### src/rtl/pc_bank_pkg.sv
// Shared types, defaults and the round-robin search helper for the PC context bank.
package pc_bank_pkg;

    localparam int DEF_XLEN    = 32;
    localparam int DEF_NUM_CTX = 5;
    localparam int DEF_CTX_W   = $clog2(DEF_NUM_CTX);
    localparam int MAX_CTX     = 32;
    localparam int MAX_CTX_W   = $clog2(MAX_CTX);

    localparam logic [31:0] DEF_RESET_PC = 32'h0000_0000;
    localparam logic [31:0] DEF_PC_STEP  = 32'd4;

    typedef logic [DEF_CTX_W-1:0] ctx_id_t;

    // First set bit of mask scanning cur+1, cur+2, ... and wrapping back to cur.
    // An empty mask returns cur unchanged; cur must be below num_ctx.
    function automatic int unsigned next_rr(input logic [MAX_CTX-1:0] mask,
                                            input int unsigned cur,
                                            input int unsigned num_ctx);
        int unsigned res;
        int unsigned idx;
        logic        found;
        res   = cur;
        found = 1'b0;
        for (int unsigned k = 1; k <= MAX_CTX; k++) begin
            idx = cur + k;
            if (idx >= num_ctx) begin
                idx = idx - num_ctx;
            end
            if (!found && (k <= num_ctx) && mask[idx[MAX_CTX_W-1:0]]) begin
                res   = idx;
                found = 1'b1;
            end
        end
        return res;
    endfunction

endpackage

### src/rtl/pc_context_bank_if.sv
// Control/fetch/debug bundle between the control unit, fetch stage and the PC bank.
interface pc_context_bank_if
    import pc_bank_pkg::*;
#(
    parameter int XLEN    = DEF_XLEN,
    parameter int NUM_CTX = DEF_NUM_CTX
);
    localparam int CTX_W = $clog2(NUM_CTX);

    logic               en;
    logic               clear;
    logic               start_valid;
    logic [CTX_W-1:0]   start_id;
    logic [XLEN-1:0]    start_pc;
    logic               stop_valid;
    logic [CTX_W-1:0]   stop_id;
    logic               redirect_valid;
    logic [CTX_W-1:0]   redirect_ctx;
    logic [XLEN-1:0]    redirect_pc;
    logic [CTX_W-1:0]   sel_read;
    logic [XLEN-1:0]    dbg_pc;
    logic               fetch_valid;
    logic [CTX_W-1:0]   fetch_ctx;
    logic [XLEN-1:0]    fetch_pc;
    logic [NUM_CTX-1:0] active_mask;

    // Commands are single-cycle pulses qualified by their *_valid bit and take effect
    // at the next edge; fetch_* is a presentation only (fetch_valid has no ready).
    modport master (
        output en, clear, start_valid, start_id, start_pc, stop_valid, stop_id,
               redirect_valid, redirect_ctx, redirect_pc, sel_read,
        input  dbg_pc, fetch_valid, fetch_ctx, fetch_pc, active_mask
    );

    modport slave (
        input  en, clear, start_valid, start_id, start_pc, stop_valid, stop_id,
               redirect_valid, redirect_ctx, redirect_pc, sel_read,
        output dbg_pc, fetch_valid, fetch_ctx, fetch_pc, active_mask
    );

endinterface

### src/rtl/pc_context_bank_rr_ctx_picker.sv
// Combinational round-robin search: next set bit of mask after cur, wrapping to cur.
module rr_ctx_picker
    import pc_bank_pkg::*;
#(
    parameter int NUM_CTX = DEF_NUM_CTX,
    localparam int CTX_W  = $clog2(NUM_CTX)
) (
    input  logic [NUM_CTX-1:0] mask,
    input  logic [CTX_W-1:0]   cur,
    output logic [CTX_W-1:0]   nxt
);

    int unsigned pick;

    always_comb begin
        pick = next_rr(MAX_CTX'(mask), 32'(cur), NUM_CTX);
        nxt  = CTX_W'(pick);
    end

endmodule

### src/rtl/pc_context_bank.sv
// Multi-context PC bank with round-robin fetch scheduling for a barrel-threaded front end.
module pc_context_bank
    import pc_bank_pkg::*;
#(
    parameter int              XLEN     = DEF_XLEN,
    parameter int              NUM_CTX  = DEF_NUM_CTX,
    parameter logic [XLEN-1:0] RESET_PC = XLEN'(DEF_RESET_PC),
    parameter logic [XLEN-1:0] PC_STEP  = XLEN'(DEF_PC_STEP),
    localparam int             CTX_W    = $clog2(NUM_CTX)
) (
    input logic               clk,
    input logic               reset,
    pc_context_bank_if.slave  bus
);

    logic [NUM_CTX-1:0][XLEN-1:0] pc_vec;
    logic [NUM_CTX-1:0]           active_q, active_d, next_mask;
    logic [CTX_W-1:0]             cur_q, cur_d, rr_next;
    logic                         fetch_valid;
    logic [XLEN-1:0]              fetch_pc;
    logic [XLEN-1:0]              dbg_pc;

    always_comb begin
        next_mask = active_q;
        for (int i = 0; i < NUM_CTX; i++) begin
            if (bus.start_valid && (bus.start_id == CTX_W'(i))) begin
                next_mask[i] = 1'b1;
            end
            // Stop is applied after start so it wins on a shared id.
            if (bus.stop_valid && (bus.stop_id == CTX_W'(i))) begin
                next_mask[i] = 1'b0;
            end
        end
    end

    // Index by comparison so out-of-range selects read as zero.
    always_comb begin
        fetch_valid = 1'b0;
        fetch_pc    = '0;
        dbg_pc      = '0;
        for (int i = 0; i < NUM_CTX; i++) begin
            if (cur_q == CTX_W'(i)) begin
                fetch_valid = active_q[i];
                fetch_pc    = pc_vec[i];
            end
            if (bus.sel_read == CTX_W'(i)) begin
                dbg_pc = pc_vec[i];
            end
        end
    end

    rr_ctx_picker #(
        .NUM_CTX (NUM_CTX)
    ) u_picker (
        .mask (next_mask),
        .cur  (cur_q),
        .nxt  (rr_next)
    );

    for (genvar g = 0; g < NUM_CTX; g++) begin : g_ctx
        logic [XLEN-1:0] pc_q, pc_d;

        always_comb begin
            pc_d = pc_q;
            if (bus.clear) begin
                pc_d = RESET_PC;
            end else if (bus.start_valid && (bus.start_id == CTX_W'(g))) begin
                pc_d = bus.start_pc;
            end else if (bus.redirect_valid && (bus.redirect_ctx == CTX_W'(g))) begin
                pc_d = bus.redirect_pc;
            end else if (bus.en && fetch_valid && (cur_q == CTX_W'(g))) begin
                pc_d = pc_q + PC_STEP;
            end
        end

        always_ff @(posedge clk) begin
            if (reset) begin
                pc_q <= RESET_PC;
            end else begin
                pc_q <= pc_d;
            end
        end

        assign pc_vec[g] = pc_q;
    end

    always_comb begin
        cur_d    = cur_q;
        active_d = next_mask;
        if (bus.clear) begin
            cur_d    = '0;
            active_d = active_q;
        end else if (bus.en) begin
            cur_d = rr_next;
        end
    end

    always_ff @(posedge clk) begin
        if (reset) begin
            active_q <= NUM_CTX'(1);
            cur_q    <= '0;
        end else begin
            active_q <= active_d;
            cur_q    <= cur_d;
        end
    end

    assign bus.fetch_valid = fetch_valid;
    assign bus.fetch_ctx   = cur_q;
    assign bus.fetch_pc    = fetch_pc;
    assign bus.dbg_pc      = dbg_pc;
    assign bus.active_mask = active_q;

endmodule

### src/flat_wrapper.sv
// flat-port wrapper written by rule: the top's interface ports become plain ports
module pc_context_bank_flat import pc_bank_pkg::*;
#(
    parameter int              XLEN     = DEF_XLEN,
    parameter int              NUM_CTX  = DEF_NUM_CTX,
    parameter logic [XLEN-1:0] RESET_PC = XLEN'(DEF_RESET_PC),
    parameter logic [XLEN-1:0] PC_STEP  = XLEN'(DEF_PC_STEP),
    localparam int             CTX_W    = $clog2(NUM_CTX)
)
  (clk, reset, bus_en, bus_clear, bus_start_valid, bus_start_id, bus_start_pc, bus_stop_valid, bus_stop_id, bus_redirect_valid, bus_redirect_ctx, bus_redirect_pc, bus_sel_read, bus_dbg_pc, bus_fetch_valid, bus_fetch_ctx, bus_fetch_pc, bus_active_mask);
  pc_context_bank_if #(.XLEN(XLEN), .NUM_CTX(NUM_CTX)) bus_i ();
  input logic clk;
  input logic reset;
  input wire logic [$bits(bus_i.en)-1:0] bus_en;
  input wire logic [$bits(bus_i.clear)-1:0] bus_clear;
  input wire logic [$bits(bus_i.start_valid)-1:0] bus_start_valid;
  input wire logic [$bits(bus_i.start_id)-1:0] bus_start_id;
  input wire logic [$bits(bus_i.start_pc)-1:0] bus_start_pc;
  input wire logic [$bits(bus_i.stop_valid)-1:0] bus_stop_valid;
  input wire logic [$bits(bus_i.stop_id)-1:0] bus_stop_id;
  input wire logic [$bits(bus_i.redirect_valid)-1:0] bus_redirect_valid;
  input wire logic [$bits(bus_i.redirect_ctx)-1:0] bus_redirect_ctx;
  input wire logic [$bits(bus_i.redirect_pc)-1:0] bus_redirect_pc;
  input wire logic [$bits(bus_i.sel_read)-1:0] bus_sel_read;
  output wire logic [$bits(bus_i.dbg_pc)-1:0] bus_dbg_pc;
  output wire logic [$bits(bus_i.fetch_valid)-1:0] bus_fetch_valid;
  output wire logic [$bits(bus_i.fetch_ctx)-1:0] bus_fetch_ctx;
  output wire logic [$bits(bus_i.fetch_pc)-1:0] bus_fetch_pc;
  output wire logic [$bits(bus_i.active_mask)-1:0] bus_active_mask;
  assign bus_i.en = bus_en;
  assign bus_i.clear = bus_clear;
  assign bus_i.start_valid = bus_start_valid;
  assign bus_i.start_id = bus_start_id;
  assign bus_i.start_pc = bus_start_pc;
  assign bus_i.stop_valid = bus_stop_valid;
  assign bus_i.stop_id = bus_stop_id;
  assign bus_i.redirect_valid = bus_redirect_valid;
  assign bus_i.redirect_ctx = bus_redirect_ctx;
  assign bus_i.redirect_pc = bus_redirect_pc;
  assign bus_i.sel_read = bus_sel_read;
  assign bus_dbg_pc = bus_i.dbg_pc;
  assign bus_fetch_valid = bus_i.fetch_valid;
  assign bus_fetch_ctx = bus_i.fetch_ctx;
  assign bus_fetch_pc = bus_i.fetch_pc;
  assign bus_active_mask = bus_i.active_mask;
  pc_context_bank #(.XLEN(XLEN), .NUM_CTX(NUM_CTX), .RESET_PC(RESET_PC), .PC_STEP(PC_STEP)) u_core (.clk(clk), .reset(reset), .bus(bus_i));
endmodule
### config.mk
export PLATFORM = sky130hd
export DESIGN_NAME = pc_context_bank_flat
export DESIGN_NICKNAME = d
export VERILOG_FILES = /design/src/rtl/pc_bank_pkg.sv /design/src/rtl/pc_context_bank_if.sv /design/src/rtl/pc_context_bank_rr_ctx_picker.sv /design/src/rtl/pc_context_bank.sv /design/src/flat_wrapper.sv
export SDC_FILE = /design/constraint.sdc
export NUM_CORES = 1
export LEC_CHECK = 0
export CORE_MARGIN = 1
export CORE_UTILIZATION = 55
export CTS_CLUSTER_DIAMETER = 100
export DETAILED_ROUTE_END_ITERATION = 7
export PLACE_DENSITY_LB_ADDON = 0.25
export SYNTH_ARGS = -nofsm -noshare
export SYNTH_HDL_FRONTEND = slang
export SYNTH_SLANG_ARGS = --single-unit
### constraint.sdc
create_clock -name clk -period 4.9 [get_ports clk]
set_input_delay 0.735 -clock clk [delete_from_list [all_inputs] [get_ports clk]]
set_output_delay 0.735 -clock clk [all_outputs]
set_load 0.02 [all_outputs]
==> impl_results.md <==
- Die area: 27400 um^2
- CTS tree: built
- Hold Path Class: reg2reg
- Yosys warns: 0
- Post-CTS Hold Buffers: 0
- Worst setup SP type: register
- Max-cap violations: 0
- Number of fill cells: 2342
- Peak Freq: 211 MHz
- DRT Pass-1 Iters: 8
- Post-synthesis sequential area ratio: 22.9%
- CTS Buf Count: 17
- Post-route ant nets: 0
- Largest net degree at the start of global routing: 63
- Drt total wl: 58.8 mm
- Outcome: finished, violations left
- Initial DRC count: 2577
- Die Wd: 165 um
- Placed wire-length estimate: 39.4 mm
- Multi-input gate area: 10500 um^2
- Worst Path Required: 4.16 ns
- Pwr Density: 295 nW/um^2
- Vias/cell: 7.17
- Ys async rst share: 0%
- DP Worst Slack: 0.799 ns
- Total gr overflow: 0
- Yosys cell types: 82
- Setup ws final: 0.155 ns
- Clk root buf: clkbuf_16
- Post-CTS sizing: 0
- Nets: 2180
- TNS Setup: 0 ns
- Violated checks: DRC
- H-Tree Depth: 4
- Clock sink total: 168
- Clock skew: 0.0185 ns
- Slew headroom: 21.0%
- Vias in the first global route: 15700
- Total via count in the routed design: 17400
- Least-Margin Pin Slew: 1.17 ns
- Layout cells sized above 1: 6.03%
- Final Hold Fails: 0
- Initial antenna violation count: 4
- RSZ-0062 raised after global routing: no
- # IOs: 156
- FF+latch count, synth: 168
- WS Path Type: reg2out
- Average routed wire per standard cell: 24.2 um
- Chip height: 165 um
- Post-synthesis net count: 2182
- Sequential Area: 3360 um^2
- Fin crit period: 4.74 ns
- CTS clock-pin slew for the worst setup and hold paths: 0.08 ns
- GRT Resource Usage Total: 42.6%
- Number of synthesized flops with an enable pin: 0
- Final setup viols: 0
- Postcts setup bufs: 0
- Routability cong.: 0.939
- Row count: 59
- CP Max Fanout: 12
- Worst-skew pair later-pin latency: 0.44 ns
- Power Total: 4.98 mW
- Post-synthesis cell count: 2079
- Residual DRC: 20
- Worst vdd ir: 0.244 mV
- Area Growth Syn to Fin: 15.0%
- First-pass GRT wire length: 89.2 mm
- Post-synth top flop: dfxtp_1
- Initial Util: 56.2%
- Netlist Area Pre-Place: 14700 um^2
- Max Root-Sink Buffers: 2
- Max-slew violations: 0
- Avg Inst Size Synth: 7.07 um^2
- CP Capture Type: primary output
- Period utilization: 96.8%
- CP arrival: 4.01 ns
- Pleak: 5.45 nW
- Port bufs: 155
- Core Region: 26100 um^2
==> final timing paths <==
path                                        startpoint                                   end  slack [ns]  depth (start not counted)
setup / recovery  u_core.bus.fetch_ctx[1]$_SDFFE_PP0P_                       bus_fetch_pc[2]        0.16                          8
hold / removal    u_core.g_ctx[1].pc_q[1]$_SDFFE_PP0P_  u_core.g_ctx[1].pc_q[1]$_SDFFE_PP0P_        0.52                          2
setup reg to reg  u_core.bus.fetch_ctx[1]$_SDFFE_PP0P_  u_core.g_ctx[3].pc_q[2]$_SDFFE_PP0P_        0.80                         13
hold reg to reg   u_core.g_ctx[1].pc_q[1]$_SDFFE_PP0P_  u_core.g_ctx[1].pc_q[1]$_SDFFE_PP0P_        0.52                          2
==> cell type report <==
type	count	area share [%]
Clock buffer	17	2.52
Timing Repair Buffer	201	11.5
Antenna cell	3	0.0444
Multi-Input combinational cell	1663	62.1
Clock inverter	15	0.941
Tap cell	335	2.48
Sequential cell	168	19.9
Inverter	26	0.578
==> layout by cell type (no fill, tap or decap), drive strengths merged, types with 33 or more instances in the layout <==
cell type | netlist | routed
a211oi | 222 | 222
nor2 | 311 | 311
xnor2 | 42 | 42
clkdlybuf4s50 | 0 | 153
a221o | 39 | 39
nand2 | 110 | 110
mux2i | 40 | 40
a21oi | 249 | 249
a22oi | 55 | 55
xor2 | 80 | 80
inv | 26 | 33
buf | 31 | 48
o21ai | 145 | 145
nand3 | 61 | 61
nand4 | 36 | 36
dfxtp | 168 | 168
==> logic make-up after synthesis <==
group	count (synthesis)	synth area share (%)
xor+xnor	122	7.27
fa+ha+maj	20	1.75
simple gates	651	20.7
mux	54	4.67
buf+inv	248	6.56
compound gates	816	36.1
flops	168	22.9
==> routing by layer <==
layer  global-route usage, %  routed length (um)
met1                    54.6               22200
met2                    65.3               25900
met3                    9.52                7280
met4                    24.8                3450
met5                       0                  13
==> registers in the layout (all words and copies together), names as in the netlist <==
signal and cells:
u_core.bus.active_mask 5, u_core.bus.fetch_ctx 3, u_core.g_ctx.pc_q 160
==> stage by stage <==
stage | cell area, um^2 | util, % | hold WS, ns | instances
2_1_floorplan | 14700 | - | 0.468 | 2079
3_3_place_gp | 16300 | 62.4 | 0.482 | 2393
3_5_place_dp | 16300 | 62.4 | 0.493 | 2393
4_1_cts | 16900 | 64.6 | 0.514 | 2425
5_1_grt | 16900 | 64.6 | 0.536 | 2428
6_report | 16900 | 64.6 | 0.520 | 2428
==> report_power, final <==
group	total, mW	internal, mW	switching [mW]
Clock	1.40	0.683	0.718
Sequential	1.57	1.43	0.139
Combinational	2.00	0.791	1.21
Total	4.98	2.91	2.07
==> cell usage after synthesis (all sizes together) (4+ instances only) <==
cell,n,area [um^2]
a31oi,5,31.3
and3,24,150
nand3,61,305
o221ai,9,78.8
nor3,25,125
a311oi,16,146
clkbuf,191,717
xnor2,42,368
nor2b,11,76.3
buf,31,149
a221o,39,390
a21oi,249,1250
and2,9,56.3
or2,4,25.0
a221oi,4,41.3
nand2b,7,43.8
ha,19,238
a211oi,222,1670
nor4,11,68.8
and4,12,105
o21a,4,30.0
o21ai,145,733
xor2,80,701
nand2,110,413
dfxtp,168,3360
nor2,311,1170
inv,26,97.6
o41ai,4,35.0
a22oi,55,413
o211ai,6,45.0
nand4bb,4,45.0
o22ai,27,175
a211o,7,61.3
and3b,4,35.0
mux2i,40,400
mux4,11,252
nand3b,5,37.5
nand4,36,225
==> critical path, stage by stage, from the launching register on <==
cell and delay (ns):
dfxtp_1 0.46, inv_1 0.38, ha_1 0.30, nor2b_2 0.69, buf_4 0.34, a221o_1 0.16, o21ai_0 0.07, o21ai_0 0.46
clkdlybuf4s50_1 0.71
Note: power is estimated with default switching activity, not from simulation.
